$ cat config.mk
export PLATFORM = sky130hd
export DESIGN_NAME = uart_mm_csr
export DESIGN_NICKNAME = d
export VERILOG_FILES = /design/src/rtl/uart_mm_csr.sv
export SDC_FILE = /design/constraint.sdc
export NUM_CORES = 1
export LEC_CHECK = 0
export BUFFER_PORTS_ARGS = -buffer_cell sky130_fd_sc_hd__buf_2
export CORE_ASPECT_RATIO = 0.9
export CORE_MARGIN = 2
export CORE_UTILIZATION = 58
export DETAILED_ROUTE_END_ITERATION = 7
export GPL_TIMING_DRIVEN = 0
export HOLD_SLACK_MARGIN = 0.1
export PLACE_DENSITY = 0.78
export SYNTH_ARGS = -nofsm -noshare
export SYNTH_HDL_FRONTEND = slang
export SYNTH_SLANG_ARGS = --single-unit
$ cat constraint.sdc
create_clock -name clk_i -period 2.7 [get_ports clk_i]
set_clock_uncertainty 0.05 [all_clocks]
set_input_delay 0.81 -clock clk_i [delete_from_list [all_inputs] [get_ports clk_i]]
set_output_delay 0.81 -clock clk_i [all_outputs]
set_load 0.02 [all_outputs]
$ cat src/rtl/uart_mm_csr.sv
// Avalon-MM register front end for a UART: TX FIFO with fall-through head,
// one-entry RX holding register, sticky error flags and a level interrupt.
module uart_mm_csr #(
    parameter int DATA_W   = 8,
    parameter int TX_DEPTH = 8,
    parameter int ADDR_W   = 4
) (
    input  logic              clk_i,
    input  logic              arst_n_i,
    input  logic [ADDR_W-1:0] avs_address_i,
    input  logic              avs_read_i,
    input  logic              avs_write_i,
    input  logic [DATA_W-1:0] avs_writedata_i,
    output logic [DATA_W-1:0] avs_readdata_o,
    output logic              avs_readdatavalid_o,
    output logic [DATA_W-1:0] tx_data_o,
    output logic              tx_valid_o,
    input  logic              tx_ready_i,
    input  logic [DATA_W-1:0] rx_data_i,
    input  logic              rx_valid_i,
    output logic              irq_o
);
    localparam int PTR_W = (TX_DEPTH > 1) ? $clog2(TX_DEPTH) : 1;
    localparam int CNT_W = PTR_W + 1;
    localparam logic [CNT_W-1:0] FULL_CNT = CNT_W'(TX_DEPTH);

    localparam logic [ADDR_W-1:0] A_TXDATA = ADDR_W'(0);
    localparam logic [ADDR_W-1:0] A_STATUS = ADDR_W'(1);
    localparam logic [ADDR_W-1:0] A_RXDATA = ADDR_W'(2);
    localparam logic [ADDR_W-1:0] A_CTRL   = ADDR_W'(3);
    localparam logic [ADDR_W-1:0] A_LEVEL  = ADDR_W'(4);

    logic [DATA_W-1:0] r_mem [TX_DEPTH];
    logic [PTR_W-1:0]  r_wr_ptr;
    logic [PTR_W-1:0]  r_rd_ptr;
    logic [CNT_W-1:0]  r_count;

    logic [DATA_W-1:0] r_rx_data;
    logic              r_rx_avail;
    logic              r_rx_ovr;
    logic              r_tx_drop;
    logic [2:0]        r_ctrl;
    logic [DATA_W-1:0] r_readdata;
    logic              r_readdatavalid;
    logic              r_irq;

    logic              w_wr_txdata;
    logic              w_wr_status;
    logic              w_wr_ctrl;
    logic              w_rd_rxdata;
    logic              w_tx_full;
    logic              w_tx_empty;
    logic              w_pop;
    logic              w_push;
    logic              w_drop;
    logic [DATA_W-1:0] w_status;
    logic [DATA_W-1:0] w_rd_mux;

    assign w_wr_txdata = avs_write_i && (avs_address_i == A_TXDATA);
    assign w_wr_status = avs_write_i && (avs_address_i == A_STATUS);
    assign w_wr_ctrl   = avs_write_i && (avs_address_i == A_CTRL);
    assign w_rd_rxdata = avs_read_i  && (avs_address_i == A_RXDATA);

    assign w_tx_full  = (r_count == FULL_CNT);
    assign w_tx_empty = (r_count == '0);
    assign tx_valid_o = !w_tx_empty;
    assign tx_data_o  = r_mem[r_rd_ptr];

    // A write to a full FIFO still fits when the head leaves in the same cycle.
    assign w_pop  = tx_valid_o && tx_ready_i;
    assign w_push = w_wr_txdata && (!w_tx_full || w_pop);
    assign w_drop = w_wr_txdata && w_tx_full && !w_pop;

    always_ff @(posedge clk_i) begin
        if (w_push) begin
            r_mem[r_wr_ptr] <= avs_writedata_i;
        end
    end

    always_ff @(posedge clk_i or negedge arst_n_i) begin
        if (!arst_n_i) begin
            r_wr_ptr <= '0;
            r_rd_ptr <= '0;
            r_count  <= '0;
        end else begin
            if (w_push) begin
                r_wr_ptr <= r_wr_ptr + PTR_W'(1);
            end
            if (w_pop) begin
                r_rd_ptr <= r_rd_ptr + PTR_W'(1);
            end
            case ({w_push, w_pop})
                2'b10:   r_count <= r_count + CNT_W'(1);
                2'b01:   r_count <= r_count - CNT_W'(1);
                default: r_count <= r_count;
            endcase
        end
    end

    // A read of RXDATA racing a new character consumes the old one, so no overrun.
    always_ff @(posedge clk_i or negedge arst_n_i) begin
        if (!arst_n_i) begin
            r_rx_data  <= '0;
            r_rx_avail <= 1'b0;
            r_rx_ovr   <= 1'b0;
        end else begin
            if (rx_valid_i) begin
                r_rx_data  <= rx_data_i;
                r_rx_avail <= 1'b1;
            end else if (w_rd_rxdata) begin
                r_rx_avail <= 1'b0;
            end
            if (rx_valid_i && r_rx_avail && !w_rd_rxdata) begin
                r_rx_ovr <= 1'b1;
            end else if (w_wr_status && avs_writedata_i[4]) begin
                r_rx_ovr <= 1'b0;
            end
        end
    end

    always_ff @(posedge clk_i or negedge arst_n_i) begin
        if (!arst_n_i) begin
            r_tx_drop <= 1'b0;
            r_ctrl    <= '0;
        end else begin
            if (w_drop) begin
                r_tx_drop <= 1'b1;
            end else if (w_wr_status && avs_writedata_i[3]) begin
                r_tx_drop <= 1'b0;
            end
            if (w_wr_ctrl) begin
                r_ctrl <= avs_writedata_i[2:0];
            end
        end
    end

    assign w_status = DATA_W'({r_rx_ovr, r_tx_drop, r_rx_avail, w_tx_empty, w_tx_full});

    always_comb begin
        w_rd_mux = '0;
        case (avs_address_i)
            A_STATUS: w_rd_mux = w_status;
            A_RXDATA: w_rd_mux = r_rx_data;
            A_CTRL:   w_rd_mux = DATA_W'(r_ctrl);
            A_LEVEL:  w_rd_mux = DATA_W'(r_count);
            default:  w_rd_mux = '0;
        endcase
    end

    // Read data is taken from pre-edge state, so a simultaneous write is not visible.
    always_ff @(posedge clk_i or negedge arst_n_i) begin
        if (!arst_n_i) begin
            r_readdata      <= '0;
            r_readdatavalid <= 1'b0;
            r_irq           <= 1'b0;
        end else begin
            r_readdatavalid <= avs_read_i;
            if (avs_read_i) begin
                r_readdata <= w_rd_mux;
            end
            r_irq <= (r_ctrl[0] & w_tx_empty)
                   | (r_ctrl[1] & r_rx_avail)
                   | (r_ctrl[2] & (r_tx_drop | r_rx_ovr));
        end
    end

    assign avs_readdata_o      = r_readdata;
    assign avs_readdatavalid_o = r_readdatavalid;
    assign irq_o               = r_irq;

endmodule

# Word-level counts from Yosys, hierarchy flattened
# Memories as Yosys holds them, arrays and structs flattened.
# Index checks and enable logic that the tools add are counted.
# W data, S select, Z words.
word_totals:
  wordCells: 62
  ram_bits: 64
  in_bits: 26
  memories: 1
  reg_bits: 34
  output_inout_bits: 19
op_classes:
  n_reduce_logical: 23
  bitwise_logic: 6
  n_addsub: 4
  eq_ne: 7
  n_mux: 10
memory_table:
  columns: ["name", "depth", "width", "rd", "rd_ports_with_merged_regs", "write_ports", "line", "source"]
  rows:
  - ["r_mem", 8, 8, 1, 0, 1, "33", "logic [DATA_W-1:0] r_mem [TX_DEPTH];"]
op_table:
  columns: ["operator", "n"]
  rows:
  - ["$pmux W8 S4", 1]
  - ["$logic_and A1 B1 Y1", 12]
  - ["$eq A4 B2 Y1 const B", 2]
  - ["$logic_not A4 Y1", 2]
  - ["$mux W1", 8]
  - ["$pmux W4 S2", 1]
  - ["$reduce_bool A2 Y1", 4]
  - ["$add A3 B1 Y3 const B", 2]
  - ["$add A4 B1 Y4 const B", 1]
  - ["$eq A4 B1 Y1 const B", 1]
  - ["$eq A4 B3 Y1 const B", 1]
  - ["$eq A4 B4 Y1 const B", 1]
  - ["$logic_not A1 Y1", 4]
  - ["$sub A4 B1 Y4 const B", 1]
  - ["$and A1 B1 Y1", 3]
  - ["$or A1 B1 Y1", 3]
  - ["$eq A2 B1 Y1 const B", 1]
  - ["$eq A2 B2 Y1 const B", 1]
  - ["$logic_or A1 B1 Y1", 1]

# Longest topological paths before layout
# Gate-level depths: netlist of the first run.
depth:
  ltp_word: 7
  depth_mapped: 9
  ltp_nobuf: 8

# Worst setup path after synthesis of the first run
# OpenSTA, ideal clock, no wires.
synth_timing:
  path_type: "input to register"
  startpoint: "in avs_address_i[2]"
  endpoint: "mem r_mem[1][0] (enable)"
  n_path_buf: 1
  path_slack_ps: -491
  setup_time_ps: 398
  stages: 5
  t_arrival_ps: 2743
  path_cell_list: "buf_6 or3b_4 nor3_4 nand2_4 nor4b_1"
synth_between:
  elab_chain_len: 5
synth_rtl:
  columns: ["item", "line", "source"]
  rows:
  - ["from (decl)", "10", "input logic [ADDR_W-1:0] avs_address_i,"]
  - ["$logic_not A4 Y1", "59", "assign w_wr_txdata = avs_write_i && (avs_address_i == A_TXDATA);"]
  - ["$logic_and A1 B1 Y1", "59", null]
  - ["$logic_and A1 B1 Y1", "71", "assign w_push = w_wr_txdata && (!w_tx_full || w_pop);"]
  - ["$mux W1", "75", "if (w_push) begin"]
  - ["$mux W1 (not written as such)", "76", "r_mem[r_wr_ptr] <= avs_writedata_i;"]
  - ["to (decl)", "33", null]
# No other way between the ends.

# Worst setup path in the final report of the first run
layout_timing:
  startpoint: "reg r_rd_ptr[0]"
  endpoint: "out tx_data_o[1]"
layout_between:
  elab_chain_len: 1
layout_rtl:
  columns: ["item", "line", "source"]
  rows:
  - ["from (decl)", "35", "logic [PTR_W-1:0] r_rd_ptr;"]
  - ["from (signal assigned)", "90", "r_rd_ptr <= r_rd_ptr + PTR_W'(1);"]
  - ["$mem_v2 Z8 W8", null, null]
  - ["to (decl)", "16", "output logic [DATA_W-1:0] tx_data_o,"]
# No other way between the ends.

==> summary.txt, run 1 <==
Status
  – Outcome: finished with violations
  – Failing checks: negative setup slack

Synth
  – Post-Synth XOR/XNOR Area: 1.46%
  – Cell variety after synth: 50
  – Post-synthesis mux area share: 14.8%
  – Syn Nets: 303
  – Synth Register Bits: 98
  – Area contributors post-synth: edfxtp_1 (46%), dfrtp_1 (20%), mux4_2 (8.6%)
  – Synth Area in Adders: 0.892%
  – Synthesized-area fraction occupied by ao, oa, aoi and oai cells: 6.12%
  – Yosys top cell area share: 45.7%
  – Yosys top cell by area: edfxtp_1
  – Synth async-reset ratio: 34.7%
  – Predominant post-synthesis flop cell: edfxtp_1
  – Synth Area in Simple Gates: 8.15%
  – Post-Synthesis Cells: 274
  – Register area share after synthesis: 65.9%
  – Top cells by instance count after synthesis: edfxtp_1 (64), dfrtp_1 (34), mux2_2 (21)
  – Number of flops mapped to enable cells by yosys: 64
  – Post-synthesis instance area: 4210 µm²
  – Synth warn: 0
  – Largest family of logic cells by synthesized area: multiplexers
  – Average size of a mapped cell: 15.4 µm²
  – Top-count cell post-synth: edfxtp_1

Finish
  – Final std cells w/o fill: 439
  – Layout cells sized above 1: 37.9%
  – Ant diodes: 0
  – Nets: 370
  – Synthesis-to-finish area growth: 22.7%

Job
  – MaxCap Viol Count: 0

Clock network
  – CTS root buf: clkbuf_8
  – Skew-Pair Late Insertion Delay: 0.35 ns
  – Clk slew on worst S/H paths: 0.09 ns
  – CTS max path bufs: 2
  – Num Clock Sinks: 98
  – H-tree Lvls: 3
  – CTS Buf Count: 9
  – TritonCTS clock tree: built

Floorplan
  – Core Area: 7040 µm²
  – Ports: 45
  – Die H: 84.8 µm
  – Die Span X: 93.8 µm
  – Die Area: 7960 µm²
  – Starting Density: 59.8%
  – Row cnt: 29

Critical path
  – R2R Setup Slk: 0.09 ns
  – CP peak stage delay: 0.50 ns
  – Worst Setup SP: r_rd_ptr[0]
  – Crit. End Element: output pin
  – CP Max Fanout: 5
  – CP Class: flip-flop to output pin
  – Crit path DAT: 1.98 ns
  – Worst EP required: 1.84 ns
  – Crit path max-delay cell type: mux4_2
  – Reg-to-Reg Start: r_count[1]
  – Cell Chain, Critical Path: buf_6 -> buf_12 -> buf_12 -> mux4_2 -> mux2_4 -> buf_6
  – Crit start category: flip-flop

Min path
  – Hold Path Origin: r_rx_data[7]
  – Hold Path Class: flip-flop to flip-flop

STA
  – Slew Limit Fails: 0
  – Slew HR: 48.0%
  – Final number of hold-violating endpoints: 0
  – Maximum clock frequency: 352 MHz
  – Worst-case hold slack: 0.444 ns
  – Final setup margin: -0.140 ns
  – Min Tclk post-route: 2.84 ns
  – RSZ-0062 raised after global routing: true
  – Final period util: 105%
  – Worst Tran Pin Value: 0.779 ns
  – Number of setup violations in the final report: 8

Power and ir drop
  – Cell Pwr Density: 871 nW/µm²
  – Lkg Pwr: 1.90 nW
  – Max rail drop VDD: 611 µV

Routing
  – Antenna-violating nets left: 0
  – DRC Markers: 0
  – Wire per inst: 19.6 µm
  – Detailed Routing Iterations Pass 1: 4
  – Vias: 2599
  – Detailed Route WL: 8620 µm
  – Number of vias per cell: 5.92
  – Initial DRC Count: 203

Placed design
  – Hpwl dp: 5390 µm
  – # port buffers: 41
  – Dpl cells: 408
  – GPL Wtd Cong: 0.856

Global route
  – Largest net degree at the start of global routing: 35
  – First-pass GRT wire length: 13400 µm
  – Initial antenna violation count: 0
  – Tot GR Track Use: 22.9%
  – Number of global-route vias before repair: 2539
  – Total grt overflow: 0
-- metrics by stage --
step / util (%) / total power [W] / setup TNS (ns) / setup slack (ns) / area [µm²]
floorplan: - / 0.00282 / -6.00 / -0.264 / 4250
global placement: 64.9 / 0.00313 / -42.71 / -0.982 / 4570
detailed placement: 65.2 / 0.00316 / -34.82 / -0.751 / 4590
CTS: 71.6 / 0.00441 / -1.37 / -0.162 / 5040
global route: 73.4 / 0.00470 / -1.39 / -0.202 / 5160
finish: 73.4 / 0.00450 / -0.945 / -0.140 / 5160
-- worst max-delay path, delay by kind of cell, from the launching register on --
kind | cells | cell delay [ns]
mux | 2 | 0.77
buf+inv | 4 | 0.48
flops | 1 | 0.37
-- kinds of logic (layout without fill, tap and decap cells) --
logic type,count (synthesis),in the layout
AOI/OAI and AO/OA,38,38
DFF,98,98
buffers and inverters,28,100
and+or+nand+nor,61,61
xor gates and xnor gates,7,7
muxes,39,39
adders and majority gates,3,3
-- state kept, by name, summed over array words and instances, names as in the netlist --
register / flops
avs_readdata_o: 8
avs_readdatavalid_o: 1
irq_o: 1
r_count: 4
r_ctrl: 3
r_mem: 64
r_rd_ptr: 3
r_rx_avail: 1
r_rx_data: 8
r_rx_ovr: 1
r_tx_drop: 1
r_wr_ptr: 3
-- per-layer routing --
metal	track usage (%)	wire (µm)	share of wire [%]
met1	34.2	3910	45
met2	35.6	4210	49
met3	4.53	433	5.0
met4	5.14	75	0.87
met5	0	0	0
-- where the power goes --
part | switching, W | internal, W | total (W)
logic | 0.000869 | 0.000951 | 0.00182
clock network | 0.000487 | 0.000395 | 0.000882
registers | 0.0000838 | 0.00171 | 0.00180
total | 0.00144 | 0.00306 | 0.00450
-- path summary, 6_finish.rpt --
| kind | endpoint | cells past startpoint |
|---|---|---|
| worst min register to register | avs_readdata_o[7] | 2 |
| worst max register to register | r_count[2] | 8 |
| max in group asynchronous | r_rd_ptr[1] | 1 |
| worst max-delay path | tx_data_o[1] | 6 |
| min in group asynchronous | avs_readdata_o[0] | 1 |
| worst min-delay path | avs_readdata_o[7] | 2 |
-- placed cells by master (no fill, tap or decap), drive strengths merged, types with 2 or more instances in the layout --
cell type	count
nand2	15
o22ai	3
nand3	6
nor3b	3
and3	2
o21ai	8
nand2b	4
ha	3
nor4	2
xnor2	6
nor2	12
edfxtp	64
nor2b	4
mux2	22
mux4	16
clkbuf	21
a21oi	7
a22oi	2
a22o	2
dfrtp	34
clkinv	4
inv	12
nor4b	2
nor3	6
buf	63
a31oi	4
-- what timing repair did --
action | in CTS | in global routing
endpoints found under the setup margin | 66 | 50
hold buffers | 0 | 0
cloned | 1 | 0
setup buffers | 10 | 7
gates resized for setup | 32 | 19
pin swaps | 4 | 4
-- cell type report --
class | instances | area, µm²
Buffer | 16 | 104
Clock buffer | 11 | 153
Clock inverter | 5 | 36.3
Fill cell | 451 | 1880
Inverter | 11 | 41.3
Multi-Input combinational cell | 148 | 1490
Sequential cell | 98 | 2770
Tap cell | 93 | 116
Timing Repair Buffer | 57 | 449
Power figures use the tool's default switching activity.
==> run 2, diff against run 1 <==
--- a/config.mk
+++ b/config.mk
@@ -5,14 +5,15 @@
 export SDC_FILE = /design/constraint.sdc
 export NUM_CORES = 1
 export LEC_CHECK = 0
+export ABC_CLOCK_PERIOD_IN_PS = 2700
 export BUFFER_PORTS_ARGS = -buffer_cell sky130_fd_sc_hd__buf_2
 export CORE_ASPECT_RATIO = 0.9
 export CORE_MARGIN = 2
 export CORE_UTILIZATION = 58
 export DETAILED_ROUTE_END_ITERATION = 7
 export GPL_TIMING_DRIVEN = 0
-export HOLD_SLACK_MARGIN = 0.1
-export PLACE_DENSITY = 0.78
+export HOLD_SLACK_MARGIN = 0.03
+export PLACE_DENSITY = 0.89
 export SYNTH_ARGS = -nofsm -noshare
 export SYNTH_HDL_FRONTEND = slang
 export SYNTH_SLANG_ARGS = --single-unit
==> summary.txt, run 2 (synthesized netlist as in run 1, its figures left out) <==
Status
  – Outcome: finished with violations
  – Failing checks: negative setup slack

Clock network
  – CTS max path bufs: 2 (unchanged)
  – Num Clock Sinks: 98 (unchanged)
  – TritonCTS clock tree: built
  – CTS Buf Count: 9 (unchanged)
  – Skew-Pair Late Insertion Delay: 0.37 ns (+0.02 ns)
  – CTS root buf: clkbuf_8
  – H-tree Lvls: 3 (unchanged)
  – CTS Hold Bufs: 0 (unchanged)
  – Clk slew on worst S/H paths: 0.10 ns (about the same)

Routing
  – Detailed Route WL: 9860 µm (+14%)
  – Antenna-violating nets left: 0 (unchanged)
  – DRC Markers: 0 (unchanged)
  – Number of vias per cell: 6.29 (+6.2%)
  – Initial DRC Count: 375 (+85%)
  – Vias: 2735 (+5.2%)
  – Wire per inst: 22.7 µm (+15%)
  – Detailed Routing Iterations Pass 1: 6 (+2)

Finish
  – Fillers: 390 (-14%)
  – Layout cells sized above 1: 36.8% (-1.0 points)
  – Most frequent cells in the layout: edfxtp_1 (64), dfrtp_1 (33), buf_2 (33)
  – Nets: 366 (-1.1%)
  – Ant diodes: 0 (unchanged)
  – Final std cells w/o fill: 435 (-0.91%)
  – Synthesis-to-finish area growth: 21.2%
  – Max FFs per register: 64 (unchanged)
  – Commonest non-fill, non-tap cell in the layout: edfxtp_1
  – Largest Register: r_mem

Critical path
  – Crit path DAT: 2.00 ns (+0.02 ns)
  – CP Class: flip-flop to output pin
  – Largest delay share family, worst path: multiplexers
  – Cell Chain, Critical Path: buf_8 -> buf_6 -> mux4_2 -> mux2_2 -> buf_6
  – Crit. End Element: output pin
  – CP Max Fanout: 5 (unchanged)
  – Crit start category: flip-flop
  – Worst EP required: 1.84 ns (about the same)
  – Worst Path Buf+Inv: 3 (-1)
  – Crit-path most repeated cell: buf_6
  – Crit path max-delay cell type: mux4_2
  – CP peak stage delay: 0.50 ns (about the same)

Power and ir drop
  – Max rail drop VDD: 361 µV (-41%)
  – Cell Pwr Density: 893 nW/µm² (+2.5%)
  – Lkg Pwr: 1.88 nW (-1.5%)
  – Overall Power: 0.00456 W (+1.3%)
  – Sequential Power Share: 40.1% (+0.2 points)
  – Cell Int Power: 0.00300 W (-1.8%)
  – Sw Pwr: 0.00155 W (+7.9%)
  – Comb power frac: 40.5% (about the same)
  – Clk pwr share: 19.5% (about the same)
  – Switching Share: 34.1% (+2.1 points)

Placed design
  – Hpwl dp: 5850 µm (+8.6%)
  – Pre-CTS WS: -0.919 ns (-0.168 ns)
  – Dpl cells: 408 (unchanged)
  – GPL Wtd Cong: 0.893 (+4.3%)
  – # port buffers: 41 (unchanged)

Floorplan
  – Ports: 45 (unchanged)
  – Die Span X: 93.8 µm (unchanged)
  – Die Area: 7960 µm² (unchanged)
  – Die H: 84.8 µm (unchanged)
  – Row cnt: 29 (unchanged)
  – Core Area: 7040 µm² (unchanged)
  – Starting Density: 59.8% (unchanged)

STA
  – Worst-case hold slack: 0.434 ns (-0.00942 ns)
  – Maximum clock frequency: 350 MHz (-0.61%)
  – Min Tclk post-route: 2.86 ns (+0.0175 ns)
  – Final period util: 106% (+0.65 points)
  – RSZ-0062 raised after global routing: true
  – Slew Limit Fails: 0 (unchanged)
  – Final setup margin: -0.158 ns (-0.0175 ns)
  – Final number of hold-violating endpoints: 0 (unchanged)
  – Fin Setup TNS: -1.10 ns (-0.151 ns)
  – Number of setup violations in the final report: 9 (+1)
  – Worst Tran Pin Value: 0.818 ns (+0.0391 ns)
  – Slew HR: 45.4% (-2.6 points)

Global route
  – First-pass GRT wire length: 14700 µm (+9.9%)
  – Largest net degree at the start of global routing: 35 (unchanged)
  – Tot GR Track Use: 25.4% (+2.6 points)
  – Initial antenna violation count: 0 (unchanged)
  – Total grt overflow: 0 (unchanged)
  – Number of global-route vias before repair: 2684 (+5.7%)

Job
  – MaxCap Viol Count: 0 (unchanged)

Min path
  – Hold Path Class: flip-flop to flip-flop
-- run 2: changes by cell type in the layout (fill, tap and decap cells not counted), moves of 2 or more --
cell and delta:
inv_6 +3, clkinv_1 +2, buf_6 +2, clkinv_4 -2, mux2_2 -2, buf_12 -4
mux2_4 +2, buf_4 -3, clkinv_2 -2
-- run 2: timing repair --
action	in CTS	in global routing
pin swaps	0	5
endpoints found under the setup margin	58	50
resized for setup	48	6
cloned	1	0
setup buffers	4	7
-- run 2: worst register-to-register path, cell delays in order, from the launching register on --
cell and delay [ns]:
dfrtp_1 0.37, clkbuf_1 0.29, o41ai_4 0.55, a21oi_1 0.14, xor2_1 0.19, ha_1 0.25, a2111oi_2 0.32, a31oi_1 0.07
a221o_1 0.30
-- run 2: per-layer routing --
layer  track usage [%]  routed length, µm  share of wire (%)  vias up
li1                  -                  -                  -     1173
met1              34.0               3860                 39     1360
met2              42.7               5040                 51      167
met3              3.91                682                6.9       35
met4              9.75                279                2.8        0
met5                 0                  0                  0        -
-- run 2: per-stage QoR --
stage | area (µm²) | utilization (%)
after global placement | 4570 | 64.9
after global routing | 5100 | 72.5
after floorplan | 4250 | -
final | 5100 | 72.5
after detailed placement | 4580 | 65.0
after CTS | 5000 | 71.0
-- run 2: power groups by stage --
stage / combinational, W / sequential, W / clock (W)
after detailed placement: 0.00138 / 0.00181 / 0
after floorplan: 0.00101 / 0.00181 / 0
after global placement: 0.00131 / 0.00181 / 0
final: 0.00184 / 0.00183 / 0.000886
after CTS: 0.00176 / 0.00182 / 0.000866
after global routing: 0.00195 / 0.00183 / 0.000928
-- run 2: final cells by class --
| class | instances | area, µm² | area share [%] |
|---|---|---|---|
| Sequential cell | 98 | 2770 | 54.4 |
| Multi-Input combinational cell | 148 | 1490 | 29.2 |
| Timing Repair Buffer | 53 | 402 | 7.87 |
| Clock buffer | 9 | 124 | 2.43 |
| Tap cell | 93 | 116 | 2.28 |
| Buffer | 16 | 105 | 2.06 |
| Clock inverter | 7 | 50.0 | 0.981 |
| Inverter | 11 | 41.3 | 0.809 |
-- run 2: path summary, 6_finish.rpt --
check,from,to,slack (ns),cells past startpoint
max in group asynchronous,arst_n_i,r_rd_ptr[1],1.61,1
min in group asynchronous,arst_n_i,avs_readdata_o[6],0.46,1
min reg2reg,r_rx_data[5],avs_readdata_o[5],0.43,2
max reg2reg,r_count[1],r_count[2],0.08,8
max,r_rd_ptr[0],tx_data_o[3],-0.16,5
min,r_rx_data[5],avs_readdata_o[5],0.43,2
==> run 3, diff against run 2 <==
--- a/config.mk
+++ b/config.mk
@@ -14,6 +14,7 @@
 export GPL_TIMING_DRIVEN = 0
 export HOLD_SLACK_MARGIN = 0.03
 export PLACE_DENSITY = 0.89
+export SETUP_SLACK_MARGIN = 0.15
 export SYNTH_ARGS = -nofsm -noshare
 export SYNTH_HDL_FRONTEND = slang
 export SYNTH_SLANG_ARGS = --single-unit
==> summary.txt, run 3 (synthesized netlist as in run 1, its figures left out) <==
Status
  – Outcome: finished with violations
  – Failing checks: negative setup slack

Finish
  – Layout cells sized above 1: 40.2% (+3.4 points)
  – Post-layout util: 74.3% (+1.8 points)
  – Max FFs per register: 64 (unchanged)
  – Fillers: 389 (-0.26%)
  – Most frequent cells in the layout: edfxtp_1 (64), buf_2 (37), dfrtp_1 (34)
  – Ant diodes: 0 (unchanged)
  – Final std cells w/o fill: 451 (+3.7%)
  – Nets: 382 (+4.4%)
  – Largest Register: r_mem
  – Synthesis-to-finish area growth: 24.3%
  – Commonest non-fill, non-tap cell in the layout: edfxtp_1

Routing
  – Detailed Routing Iterations Pass 1: 5 (-1)
  – Vias: 2796 (+2.2%)
  – Number of vias per cell: 6.20 (-1.4%)
  – Detailed Route WL: 9440 µm (-4.3%)
  – DRC Markers: 0 (unchanged)
  – Initial DRC Count: 330 (-12%)
  – Antenna-violating nets left: 0 (unchanged)
  – Wire per inst: 20.9 µm (-7.7%)

Power and ir drop
  – Comb power frac: 41.6% (+1.1 points)
  – Clk pwr share: 18.5% (-1.0 points)
  – Sequential Power Share: 39.9% (-0.2 points)
  – Sw Pwr: 0.00151 W (-2.6%)
  – Lkg Pwr: 1.95 nW (+3.8%)
  – Cell Int Power: 0.00299 W (-0.31%)
  – Cell Pwr Density: 862 nW/µm² (-3.5%)
  – Max rail drop VDD: 397 µV (+9.8%)
  – Switching Share: 33.6% (-0.53 points)
  – Overall Power: 0.00451 W (-1.1%)

Floorplan
  – Die H: 84.8 µm (unchanged)
  – Die Area: 7960 µm² (unchanged)
  – Core Area: 7040 µm² (unchanged)
  – Ports: 45 (unchanged)
  – Row cnt: 29 (unchanged)
  – Die Span X: 93.8 µm (unchanged)
  – Starting Density: 59.8% (unchanged)

STA
  – Worst Tran Pin Value: 0.773 ns (-0.0453 ns)
  – Fin Setup TNS: -1.27 ns (-0.169 ns)
  – Final period util: 107% (+1.2 points)
  – Number of setup violations in the final report: 8 (-1)
  – Min Tclk post-route: 2.89 ns (+0.0335 ns)
  – Maximum clock frequency: 346 MHz (-1.2%)
  – Final setup margin: -0.191 ns (-0.0335 ns)
  – RSZ-0062 raised after global routing: true
  – Slew Limit Fails: 0 (unchanged)
  – Final number of hold-violating endpoints: 0 (unchanged)
  – Slew HR: 48.5% (+3.0 points)

Clock network
  – H-tree Lvls: 3 (unchanged)
  – Clk slew on worst S/H paths: 0.09 ns (about the same)
  – CTS Hold Bufs: 0 (unchanged)
  – CTS Buf Count: 9 (unchanged)
  – CTS root buf: clkbuf_8
  – Num Clock Sinks: 98 (unchanged)
  – Skew-Pair Late Insertion Delay: 0.35 ns (-0.02 ns)
  – CTS max path bufs: 2 (unchanged)
  – TritonCTS clock tree: built

Placed design
  – Hpwl dp: 5570 µm (-4.8%)
  – Dpl cells: 408 (unchanged)
  – # port buffers: 41 (unchanged)
  – GPL Wtd Cong: 0.914 (+2.4%)

Critical path
  – Critical Path End: tx_data_o[5]
  – Worst R2R Path Depth: 8 (unchanged)
  – R2R Setup Slk: 0.11 ns (+0.03 ns)
  – Reg-to-Reg Start: r_count[3]
  – Crit. End Element: output pin
  – Reg2reg end: r_count[2]
  – Crit start category: flip-flop
  – Worst Setup SP: r_rd_ptr[0]
  – CP Max Fanout: 6 (+1)
  – Crit path DAT: 2.03 ns (+0.03 ns)
  – Worst EP required: 1.84 ns (about the same)
  – CP Class: flip-flop to output pin

Job
  – MaxCap Viol Count: 0 (unchanged)

Global route
  – Largest net degree at the start of global routing: 35 (unchanged)
  – First-pass GRT wire length: 14600 µm (-0.66%)
  – Initial antenna violation count: 0 (unchanged)
  – Tot GR Track Use: 25.0% (-0.45 points)
  – Total grt overflow: 0 (unchanged)
  – Number of global-route vias before repair: 2708 (+0.89%)

Min path
  – Hold Path Class: flip-flop to flip-flop
## run 3: timing repair
| action | in CTS | in global routing |
|---|---|---|
| pin swaps | 8 | 3 |
| resized for setup | 35 | 9 |
| cloned | 1 | 0 |
| endpoints found under the setup margin | 75 | 75 |
| buffers inserted | 18 | 8 |
| hold endpoints to repair | 0 | 0 |
## run 3: power groups by stage
stage	Sequential (W)	Combinational [W]	Clock, W
detailed placement	0.00182	0.00139	0
floorplan	0.00182	0.00104	0
global route	0.00181	0.00200	0.000889
finish	0.00180	0.00187	0.000834
CTS	0.00179	0.00175	0.000835
global placement	0.00181	0.00135	0
## run 3: cell type report
type                       instances  area (µm²)  area share [%]
tap                               93         116            2.22
sequential                        98        2770            53.0
inverter                          11        41.3           0.789
timing repair buffer              68         508            9.71
multi-input combinational        148        1500            28.7
buffer                            17         120            2.30
clock buffer                      10         128            2.44
clock inverter                     6        41.3           0.789
## run 3: critical path, stage by stage (launching register included)
cell     delay [ns]
dfrtp_1        0.40
buf_8          0.16
buf_6          0.10
buf_6          0.11
mux4_2         0.49
mux2_4         0.29
buf_6          0.13
## run 3: worst min path at each step
stage / start / endpoint / slack (ns) / depth (start not counted)
2_1_floorplan: r_rx_data[5] / avs_readdata_o[5] / 0.40 / 2
3_3_place_gp: r_rx_data[7] / avs_readdata_o[7] / 0.41 / 2
3_5_place_dp: r_rx_data[6] / avs_readdata_o[6] / 0.42 / 2
4_1_cts: r_rx_data[6] / avs_readdata_o[6] / 0.45 / 2
5_1_grt: r_rx_data[5] / avs_readdata_o[5] / 0.47 / 2
6_report: r_rx_data[7] / avs_readdata_o[7] / 0.44 / 2
## run 3: metrics by stage
step | area [µm²] | hold slack (ns) | worst slack [ns]
finish | 5230 | 0.440 | -0.191
global route | 5230 | 0.473 | -0.255
detailed placement | 4630 | 0.425 | -0.462
global placement | 4630 | 0.412 | -0.418
floorplan | 4310 | 0.396 | 0.00438
CTS | 5120 | 0.446 | -0.153
## run 3: routing by layer
metal  routed length [µm]  GRT usage [%]
met5                    0              0
met4                  160           9.75
met3                  574           3.64
met2                 4740           38.8
met1                 3960           36.6
